**src/rtl/rv32v_hazard_pkg.sv**
```systemverilog
// Shared types and widths for the RV32V hazard controller.
package rv32v_hazard_pkg;

  localparam int REFILL_CNT_W = 4;
  localparam int PERF_CNT_W   = 32;

  typedef enum logic {
    IDLE   = 1'b0,
    REFILL = 1'b1
  } hazard_state_t;

endpackage

```
**src/rtl/rv32v_sat_counter.sv**
```systemverilog
// Saturating up-counter with enable and asynchronous active-high clear.
module rv32v_sat_counter #(
  parameter int W = 32
) (
  input  logic         clk,
  input  logic         clr,
  input  logic         en,
  output logic [W-1:0] count
);

  // Count enabled cycles, holding at all-ones instead of wrapping.
  always_ff @(posedge clk or posedge clr) begin
    if (clr) begin
      count <= '0;
    end else if (en && (count != {W{1'b1}})) begin
      count <= count + 1'b1;
    end
  end

endmodule

```
**src/rtl/rv32v_hazard_ctrl.sv**
```systemverilog
// Pipeline stall/flush controller for vector CSR updates.
// A committed vsetvl/vsetvli flushes the front of the pipe and holds
// decode for REFILL_CYCLES while the new vector config propagates.
// Optional performance counters are built when RV32V_HAZARD_PERF_EN is defined.
//
// state  | meaning
// IDLE   | no refill in progress; stalls come from busy chain only
// REFILL | decode held while the refill counter runs down to 1
module rv32v_hazard_ctrl
  import rv32v_hazard_pkg::*;
#(
  parameter int unsigned REFILL_CYCLES = 2
) (
  input  logic CLK,
  input  logic RST,
  input  logic csr_update,
  input  logic busy_f1,
  input  logic busy_f2,
  input  logic busy_dec,
  input  logic busy_ex,
  input  logic busy_mem,
  output logic stall_f1,
  output logic stall_f2,
  output logic stall_dec,
  output logic stall_ex,
  output logic stall_mem,
  output logic flush_f1,
  output logic flush_f2,
  output logic flush_dec,
  output logic flush_ex,
  output logic flush_mem
`ifdef RV32V_HAZARD_PERF_EN
  ,
  output logic [PERF_CNT_W-1:0] perf_stall_cycles,
  output logic [PERF_CNT_W-1:0] perf_flush_count
`endif
);

  localparam logic [REFILL_CNT_W-1:0] REFILL_LOAD = REFILL_CNT_W'(REFILL_CYCLES);

  hazard_state_t           state, state_nxt;
  logic [REFILL_CNT_W-1:0] cnt, cnt_nxt;
  logic                    accept;
  logic                    refill_hold;
  logic                    chain_ex, chain_dec, chain_f2, chain_f1;

  // A CSR write that cannot leave memory this cycle is simply retried later.
  assign accept      = csr_update & ~busy_mem;
  assign refill_hold = (state == REFILL);

  // Backpressure chain, then flushed stages are released from their stall.
  always_comb begin
    chain_ex  = busy_ex  | busy_mem;
    chain_dec = busy_dec | chain_ex | refill_hold;
    chain_f2  = busy_f2  | chain_dec;
    chain_f1  = busy_f1  | chain_f2;

    stall_mem = busy_mem;
    stall_ex  = chain_ex  & ~accept;
    stall_dec = chain_dec & ~accept;
    stall_f2  = chain_f2  & ~accept;
    stall_f1  = chain_f1  & ~accept;

    flush_f1  = accept;
    flush_f2  = accept;
    flush_dec = accept;
    flush_ex  = accept;
    flush_mem = 1'b0;
  end

  // State and refill down-counter register.
  always_ff @(posedge CLK or posedge RST) begin
    if (RST) begin
      state <= IDLE;
      cnt   <= '0;
    end else begin
      state <= state_nxt;
      cnt   <= cnt_nxt;
    end
  end

  // Next state: any accepted flush (re)starts the refill window.
  always_comb begin
    state_nxt = state;
    cnt_nxt   = cnt;
    case (state)
      IDLE: begin
        if (accept) begin
          state_nxt = REFILL;
          cnt_nxt   = REFILL_LOAD;
        end
      end
      REFILL: begin
        if (accept) begin
          cnt_nxt = REFILL_LOAD;
        end else if (cnt == REFILL_CNT_W'(1)) begin
          state_nxt = IDLE;
          cnt_nxt   = '0;
        end else begin
          cnt_nxt = cnt - 1'b1;
        end
      end
      default: begin
        state_nxt = IDLE;
        cnt_nxt   = '0;
      end
    endcase
  end

`ifdef RV32V_HAZARD_PERF_EN
  // Decode-stall cycle counter.
  rv32v_sat_counter #(.W(PERF_CNT_W)) u_perf_stall (
    .clk   (CLK),
    .clr   (RST),
    .en    (stall_dec),
    .count (perf_stall_cycles)
  );

  // Accepted CSR-update flush counter.
  rv32v_sat_counter #(.W(PERF_CNT_W)) u_perf_flush (
    .clk   (CLK),
    .clr   (RST),
    .en    (accept),
    .count (perf_flush_count)
  );
`endif

endmodule

```
**config.mk**
```make
export PLATFORM = sky130hd
export DESIGN_NAME = rv32v_hazard_ctrl
export DESIGN_NICKNAME = d
export VERILOG_FILES = /design/src/rtl/rv32v_hazard_pkg.sv /design/src/rtl/rv32v_sat_counter.sv /design/src/rtl/rv32v_hazard_ctrl.sv
export SDC_FILE = /design/constraint.sdc
export NUM_CORES = 1
export LEC_CHECK = 0
export ABC_AREA = 1
export BUFFER_PORTS_ARGS = -buffer_cell sky130_fd_sc_hd__clkbuf_2
export CORE_AREA = 2 2 39 41
export CTS_CLUSTER_DIAMETER = 100
export DETAILED_ROUTE_END_ITERATION = 7
export DIE_AREA = 0 0 41 43
export MAX_ROUTING_LAYER = met4
export PLACE_DENSITY_LB_ADDON = 0.12
export SLEW_MARGIN = 20
export SYNTH_ARGS = -nofsm -noshare
export SYNTH_HDL_FRONTEND = slang
export SYNTH_SLANG_ARGS = --single-unit
```
**constraint.sdc**
```tcl
create_clock -name CLK -period 1.4 [get_ports CLK]
set_clock_uncertainty 0.15 [all_clocks]
set_input_delay 0.14 -clock CLK [delete_from_list [all_inputs] [get_ports CLK]]
set_output_delay 0.14 -clock CLK [all_outputs]
set_load 0.005 [all_outputs]
```
## Word level (Yosys, flattened, before mapping)

Index checks and enable logic that the tools add are counted.

- Bits in registers: 5
- Input port bits: 8
- Output and inout port bits: 10

- Add/subtract/negate cells: 1
- Equality and inequality tests: 2
- Muxes and demuxes: 8
- Bitwise operators: 13

Operators with widths:

| kind | count |
|---|---|
| two-way mux 4 bit | 3 |
| one-hot mux 4 bit (2 select lines) | 1 |
| AND 1 bit | 5 |
| OR 1 bit | 5 |
| == test 4 x 1 -> 1 bit, second input constant | 1 |
| subtractor 4 x 1 -> 4 bit, second input constant | 1 |
| two-way mux 1 bit | 3 |
| inverter 1 bit | 3 |
| inequality test 2 bit, second input constant | 1 |
| one-hot mux 1 bit (2 select lines) | 1 |

## Depth between registers and ports, before layout

Gate-level depths: netlist of run 1.

- Depth after elaboration: 6
- Depth in mapped cells: 7

## Worst setup path before layout of run 1

Ideal clock, no wire load.

- Path kind: register to register
- Start point: reg cnt[1]
- End point: reg cnt[3]
- Data arrival time: 0.878 ns
- Required time: 1.134 ns
- Slack: 0.255 ns
- Stages on the path, launching flop included: 8
- Buffers on the path: 0
- Period minus slack after synthesis: 1.145 ns
- Path through: dfrtp_1 > inv_1 > ha_1 > nand2_1 > nor2_1 > nor2_2 > nand2_1 > nand2_1

- Word-level cells in the longest chain between the ends: 4

RTL lines:

| element | line | RTL |
|---|---|---|
| start: declaration | rv32v_hazard_ctrl.sv:42 | `logic [REFILL_CNT_W-1:0] cnt, cnt_nxt;` |
| start signal: assignment | rv32v_hazard_ctrl.sv:78 | `cnt <= cnt_nxt;` |
| subtractor 4 x 1 -> 4 bit or == test 4 x 1 -> 1 bit (tied branches) | rv32v_hazard_ctrl.sv:100, rv32v_hazard_ctrl.sv:96 |  |
| two-way mux 4 bit (*) | rv32v_hazard_ctrl.sv:96 | `end else if (cnt == REFILL_CNT_W'(1)) begin` |
| two-way mux 4 bit (*) | rv32v_hazard_ctrl.sv:94 | `if (accept) begin` |
| one-hot mux 4 bit (2 select lines) (*) | rv32v_hazard_ctrl.sv:86 | `case (state)` |

Mark *: on every way between the ends. The rest lies on a longest branch, timed or not.
A chain may end at the register's enable or synchronous reset.

## Worst setup path after layout of run 1

- Start point: reg state (netlist: refill_hold)
- End point: out stall_f1

- Word-level cells in the longest chain between the ends: 4

RTL lines:

| element | line | RTL |
|---|---|---|
| start: declaration | rv32v_hazard_ctrl.sv:41 | `hazard_state_t state, state_nxt;` |
| start signal: assignment | rv32v_hazard_ctrl.sv:77 | `state <= state_nxt;` |
| OR 1 bit | rv32v_hazard_ctrl.sv:54 | `chain_dec = busy_dec \| chain_ex \| refill_hold;` |
| OR 1 bit | rv32v_hazard_ctrl.sv:55 | `chain_f2 = busy_f2 \| chain_dec;` |
| OR 1 bit | rv32v_hazard_ctrl.sv:56 | `chain_f1 = busy_f1 \| chain_f2;` |
| AND 1 bit | rv32v_hazard_ctrl.sv:62 | `stall_f1 = chain_f1 & ~accept;` |
| end: declaration | rv32v_hazard_ctrl.sv:22 | `output logic stall_f1,` |

No other way between the ends.

==> results of run 1 <==
==> metrics by stage <==
step                      worst slack, ns  TNS, ns  instance area, um2  hold WS, ns  util, %
after global routing              -0.0160  -0.0258                 483       0.0611     34.9
after CTS                         0.00869        0                 475       0.0309     34.4
after global placement              0.160        0                 439       -0.109     31.7
after detailed placement            0.161        0                 439       -0.112     31.7
final                              0.0499        0                 483       0.0294     34.9
after floorplan                     0.255        0                 377       -0.231        -
==> power groups by stage <==
stage / logic, mW / clock network, mW / registers [mW]
after floorplan: 0.242 / 0 / 0.249
after global placement: 0.304 / 0 / 0.263
after detailed placement: 0.299 / 0 / 0.261
after CTS: 0.305 / 0.184 / 0.259
after global routing: 0.369 / 0.197 / 0.270
final: 0.314 / 0.180 / 0.260
==> per-layer routing <==
layer	track usage (%)	vias up
met3	7.85	2
met1	14.0	150
met5	-	-
met2	11.6	9
li1	-	189
met4	12.0	0
==> cells in the mapped netlist (all sizes together) <==
| library cell | number |
|---|---|
| nand2 | 19 |
| inv | 10 |
| nor2 | 6 |
| buf | 5 |
| dfrtp | 5 |
| ha | 2 |
| a31oi | 1 |
| conb | 1 |
| nand3 | 1 |
| nand4 | 1 |
| o211ai | 1 |
| o21ai | 1 |
| xor2 | 1 |
==> cell families after synthesis <==
group / count (synthesis) / share of synthesized area, %
XOR/XNOR: 1 / 2.33
buffers and inverters: 15 / 19.9
AO/OA/AOI/OAI: 3 / 4.98
flip-flops: 5 / 33.2
other: 1 / 0.996
AND/OR/NAND/NOR: 27 / 31.9
adder cells (fa/ha/maj): 2 / 6.64
==> layout make-up <==
cell class | instances | area (um2)
multi-input combinational | 34 | 176
clock buffer | 4 | 26.3
inverter | 10 | 37.5
tap | 16 | 20.0
fill | 156 | 901
timing repair buffer | 18 | 97.6
sequential | 5 | 125
==> worst reg2reg max path: stages (launching register included) <==
cell	delay [ns]
sky130_fd_sc_hd__dfrtp_1	0.39
sky130_fd_sc_hd__inv_1	0.08
sky130_fd_sc_hd__ha_1	0.13
sky130_fd_sc_hd__nand2_1	0.05
sky130_fd_sc_hd__nor2_1	0.15
sky130_fd_sc_hd__nor2_2	0.07
sky130_fd_sc_hd__nand2_1	0.06
sky130_fd_sc_hd__nand2_1	0.05
==> registers in the layout (all words and copies together), names as in the netlist <==
register,flops
cnt,4
refill_hold,1
==> repair_timing <==
item	in CTS	in global routing
setup buffers	0	1
gates resized for setup	1	0
hold endpoints to repair	5	0
setup endpoints to repair	2	2
hold buffers	1	0
pin swaps	0	0
==> worst paths after layout <==
| check | startpoint | end | slack (ns) |
|---|---|---|---|
| worst max-delay path | refill_hold | stall_f1 | 0.05 |
| worst min-delay path | csr_update | refill_hold | 0.03 |
| worst max register to register | cnt[1] | cnt[0] | 0.19 |
| worst min register to register | cnt[0] | cnt[0] | 0.37 |
| max in group asynchronous | RST | refill_hold | 0.75 |
| min in group asynchronous | RST | cnt[0] | 0.17 |
==> flow_metrics.env, run 1 <==
export IMPL_run_status="complete, no violations"
export IMPL_wl_met2_um=305
export IMPL_post_syn_instances=54
export IMPL_grt_first_pass_wirelength_um=1160
export IMPL_slew_violations=0
export IMPL_pwr_share_seq_pct=34.5
export IMPL_die_height_um=43
export IMPL_critical_path_cell_by_cell="inv_2 -> nand4_1 -> nand2_1 -> nand2_1 -> clkbuf_2"
export IMPL_cts_num_sinks=5
export IMPL_io_buffer_count=16
export IMPL_criticalPathCategory="flip-flop to output port"
export IMPL_top_cell_family_by_delay_on_the_critical_path="flip-flops"
export IMPL_grt_overflow=0
export IMPL_setup_violations=0
export IMPL_synthDominantAreaCellType="sky130_fd_sc_hd__dfrtp_1"
export IMPL_finalWeightedCongestion=0.675
export IMPL_route_met3_wl_um=45
export IMPL_slowest_delay_ns=0.41
export IMPL_path_clk_slew_ns=0.04
export IMPL_power_leakage_nw=0.300
export IMPL_core_box_area_mm2=0.00138
export IMPL_ys_warnings_count=0
export IMPL_fmax_ghz=0.741
export IMPL_cp_slowest_cell="sky130_fd_sc_hd__dfrtp_1"
export IMPL_drt_pre_antenna_iters=4
export IMPL_final_cell_mix="sky130_fd_sc_hd__nand2_1 (17), sky130_fd_sc_hd__clkbuf_2 (16), sky130_fd_sc_hd__inv_1 (7)"
export IMPL_route_top_layer_used="met4"
export IMPL_first_global_vias=272
export IMPL_hold_viol_final=0
export IMPL_clk_insertion_delay_late_ns=0.25
export IMPL_fin_nets=82
export IMPL_post_synth_top_area_fraction_pct=33.2
export IMPL_post_synth_num_cell_types=17
export IMPL_die_w_um=41
export IMPL_via_count=350
export IMPL_synth_seq_cells=5
export IMPL_drive_gt1_share_pct=38.0
export IMPL_syn_area_per_cell_um2=6.97
export IMPL_critPathBufInv=2
export IMPL_sequential_element_share_of_the_synthesized_area_pct=33.2
export IMPL_area_of_the_die_mm2=0.00176
export IMPL_timing_critical_path_arrival_ns=1.06
export IMPL_first_iter_violations=6
export IMPL_post_place_cells=81
export IMPL_wl_per_cell_um=8.31
export IMPL_rsz0062_at_grt="yes"
export IMPL_layout_area_overhead_vs_synth_pct=28.2
export IMPL_largest_cells_by_area_after_synthesis="sky130_fd_sc_hd__dfrtp_1 (33%), sky130_fd_sc_hd__nand2_1 (17%), sky130_fd_sc_hd__buf_4 (10%)"
export IMPL_wirelength_um=723
export IMPL_holdCritPathClass="input pin to flip-flop"
export IMPL_path_depth=5
export IMPL_min_path_cells=3
export IMPL_final_common_cell="sky130_fd_sc_hd__nand2_1"
export IMPL_maximum_buffer_depth_of_the_clock_tree=2
export IMPL_cts_inserted_buffers=3
export IMPL_post_route_min_period_ns=1.35
export IMPL_root_buffer="sky130_fd_sc_hd__clkbuf_4"
export IMPL_grt_use_total_pct=11.7
export IMPL_timing_critical_path_required_ns=1.11
export IMPL_internal_power_mw=0.452
export IMPL_finish_cell_count_without_fillers=87
export IMPL_clock_power_share_pct=23.9
export IMPL_place_hpwl_um=573
export IMPL_r2r_worst_path_cells=7
export IMPL_critPathLaunchType="flip-flop"
export IMPL_cts_max_level=1
export IMPL_combinational_fraction_of_design_power_pct=41.6
export IMPL_cp_max_fo=3
export IMPL_antennaDiodeCount=0
export IMPL_crit_path_end_kind="output port"
export IMPL_vdd_ir_drop_max_mv=0.689
export IMPL_design_portCount=18
export IMPL_cp_common_cell="sky130_fd_sc_hd__nand2_1"
export IMPL_antenna_found_initial=0
export IMPL_wirelength_met1_um=341
export IMPL_initial_core_util_pct=27.2
export IMPL_cts_tree="done"
export IMPL_maxcap_violations=0
export IMPL_p_per_area_mw_per_mm2=1560
export IMPL_synthesis_area_um2=377
export IMPL_netSwitchingFraction_pct=40.0
export IMPL_synth_net_count=64
export IMPL_standard_cell_row_count=14
export IMPL_p_switching_mw=0.301
export IMPL_layout_worst_path_cycle_share_pct=96.4
export IMPL_grt_max_degree=8
export IMPL_drc=0
export IMPL_totalPowerFinal_mw=0.754
export IMPL_avgViaCountPerCell=4.02
export IMPL_final_antenna_net_count=0
Power figures use the tool's default switching activity.
==> run 2, diff against run 1 <==
==> constraint.sdc (replaced) <==
create_clock -name CLK -period 1.5 [get_ports CLK]
set_clock_uncertainty 0.15 [all_clocks]
set_input_delay 0.15 -clock CLK [delete_from_list [all_inputs] [get_ports CLK]]
set_output_delay 0.15 -clock CLK [all_outputs]
set_load 0.005 [all_outputs]
==> flow_metrics.env, run 2 (synthesis gave the netlist of run 1 again) <==
export IMPL_cts_max_level=1
export IMPL_avgViaCountPerCell=4.03
export IMPL_largest_reg_flops=4
export IMPL_run_status="complete, no violations"
export IMPL_drive_gt1_share_pct=37.1
export IMPL_layout_worst_path_cycle_share_pct=91.9
export IMPL_fin_nets=81
export IMPL_p_per_area_mw_per_mm2=1440
export IMPL_cts_tree="done"
export IMPL_pre_cts_ws_ns=0.256
export IMPL_critPathBufInv=2
export IMPL_maximum_buffer_depth_of_the_clock_tree=2
export IMPL_grt_overflow=0
export IMPL_critPathLaunchType="flip-flop"
export IMPL_crit_path_end_kind="output port"
export IMPL_drc=0
export IMPL_timing_critical_path_required_ns=1.20
export IMPL_fmax_ghz=0.725
export IMPL_finish_cell_count_without_fillers=86
export IMPL_final_setup_worst_slack_ns=0.121
export IMPL_vdd_ir_drop_max_mv=0.640
export IMPL_antenna_found_initial=0
export IMPL_slew_violations=0
export IMPL_holdWs_ns=0.0637
export IMPL_top_register="cnt"
export IMPL_fin_tns_setup_ns=0
export IMPL_first_global_vias=287
export IMPL_post_route_min_period_ns=1.38
export IMPL_io_buffer_count=16
export IMPL_core_box_area_mm2=0.00138
export IMPL_power_leakage_nw=0.295
export IMPL_criticalPathCategory="flip-flop to output port"
export IMPL_cp_slowest_cell="sky130_fd_sc_hd__dfrtp_1"
export IMPL_path_clk_slew_ns=0.04
export IMPL_cts_num_sinks=5
export IMPL_placement_cell_area_um2=439
export IMPL_hold_viol_final=0
export IMPL_place_hpwl_um=610
export IMPL_root_buffer="sky130_fd_sc_hd__clkbuf_4"
export IMPL_hold_path_end="refill_hold"
export IMPL_first_iter_violations=10
export IMPL_post_route_cell_area_um2=475
export IMPL_clk_insertion_delay_late_ns=0.24
export IMPL_setup_violations=0
export IMPL_post_place_cells=81
export IMPL_critical_path_cell_by_cell="inv_2 -> nand4_1 -> nand2_1 -> nand2_1 -> clkbuf_2"
export IMPL_final_cell_mix="sky130_fd_sc_hd__nand2_1 (17), sky130_fd_sc_hd__clkbuf_2 (16), sky130_fd_sc_hd__inv_1 (7)"
export IMPL_final_common_cell="sky130_fd_sc_hd__nand2_1"
export IMPL_via_count=347
export IMPL_rsz0062_at_grt="no"
export IMPL_standard_cell_row_count=14
export IMPL_path_depth=5
export IMPL_post_cts_setup_buffers=0
export IMPL_top_cell_family_by_delay_on_the_critical_path="flip-flops"
export IMPL_min_path_cells=3
export IMPL_maxcap_violations=0
export IMPL_holdCritPathClass="input pin to flip-flop"
export IMPL_finalWeightedCongestion=0.685
export IMPL_area_of_the_die_mm2=0.00176
export IMPL_totalPowerFinal_mw=0.683
export IMPL_grt_use_total_pct=10.2
export IMPL_die_height_um=43
export IMPL_hold_path_startpoint="csr_update"
export IMPL_reg2reg_from="cnt[1]"
export IMPL_wirelength_um=710
export IMPL_cp_max_fo=5
export IMPL_layout_area_overhead_vs_synth_pct=26.2
export IMPL_fin_util_pct=34.4
export IMPL_cts_inserted_buffers=3
export IMPL_destination_of_the_worst_register_to_register_timing_path="cnt[2]"
export IMPL_drt_pre_antenna_iters=4
export IMPL_wl_per_cell_um=8.26
export IMPL_grt_first_pass_wirelength_um=1160
export IMPL_grt_max_degree=8
export IMPL_slowest_delay_ns=0.41
export IMPL_antennaDiodeCount=0
export IMPL_initial_core_util_pct=27.2
export IMPL_cp_common_cell="sky130_fd_sc_hd__nand2_1"
export IMPL_die_w_um=41
export IMPL_timing_critical_path_arrival_ns=1.08
export IMPL_reg2reg_setup_slack_ns=0.26
export IMPL_r2r_worst_path_cells=7
export IMPL_final_antenna_net_count=0
export IMPL_design_portCount=18
## run 2: changes by cell type in the layout (fill, tap and decap cells not counted)
cell / change
sky130_fd_sc_hd__buf_4: -1
## run 2: layout make-up
class	count	area (um2)
Clock buffer	4	26.3
Fill cell	156	908
Inverter	10	37.5
Multi-Input combinational cell	34	176
Sequential cell	5	125
Tap cell	16	20.0
Timing Repair Buffer	17	90.1
## run 2: how the worst max path moves through the flow
stage / slack [ns] / to / start
after floorplan: 0.36 / cnt[3] / cnt[1]
after global placement: 0.27 / cnt[3] / cnt[1]
after detailed placement: 0.26 / cnt[2] / cnt[1]
after CTS: 0.06 / stall_f1 / refill_hold
after global routing: 0.02 / stall_f1 / refill_hold
final: 0.12 / stall_f1 / refill_hold
## run 2: worst register-to-register path, cell delays in order (launching register included)
cell	delay, ns
sky130_fd_sc_hd__dfrtp_1	0.39
sky130_fd_sc_hd__inv_1	0.08
sky130_fd_sc_hd__ha_1	0.14
sky130_fd_sc_hd__nand2_1	0.05
sky130_fd_sc_hd__nor2_1	0.16
sky130_fd_sc_hd__nor2_2	0.07
sky130_fd_sc_hd__nand2_1	0.06
sky130_fd_sc_hd__nand2_1	0.05
## run 2: where the power goes
| part | internal (mW) | leakage [nW] | switching [mW] |
|---|---|---|---|
| sequential | 0.193 | 0.0599 | 0.0532 |
| clock | 0.101 | 0.0150 | 0.0564 |
| combinational | 0.117 | 0.220 | 0.163 |
| total | 0.411 | 0.295 | 0.273 |
## run 2: timing repair
item                       CTS  global route
hold buffers                 1             0
resized for setup            0             1
setup endpoints to repair    0             2
hold endpoints to repair     5             0
## run 2: layer usage
layer	part of all wire (%)	global-route usage, %	vias to the layer above	wire (um)
met5	0	-	-	0
met4	2.0	4.00	0	14
met3	5.2	6.28	2	37
met2	52	14.4	12	369
met1	41	11.2	145	289
li1	-	-	188	-
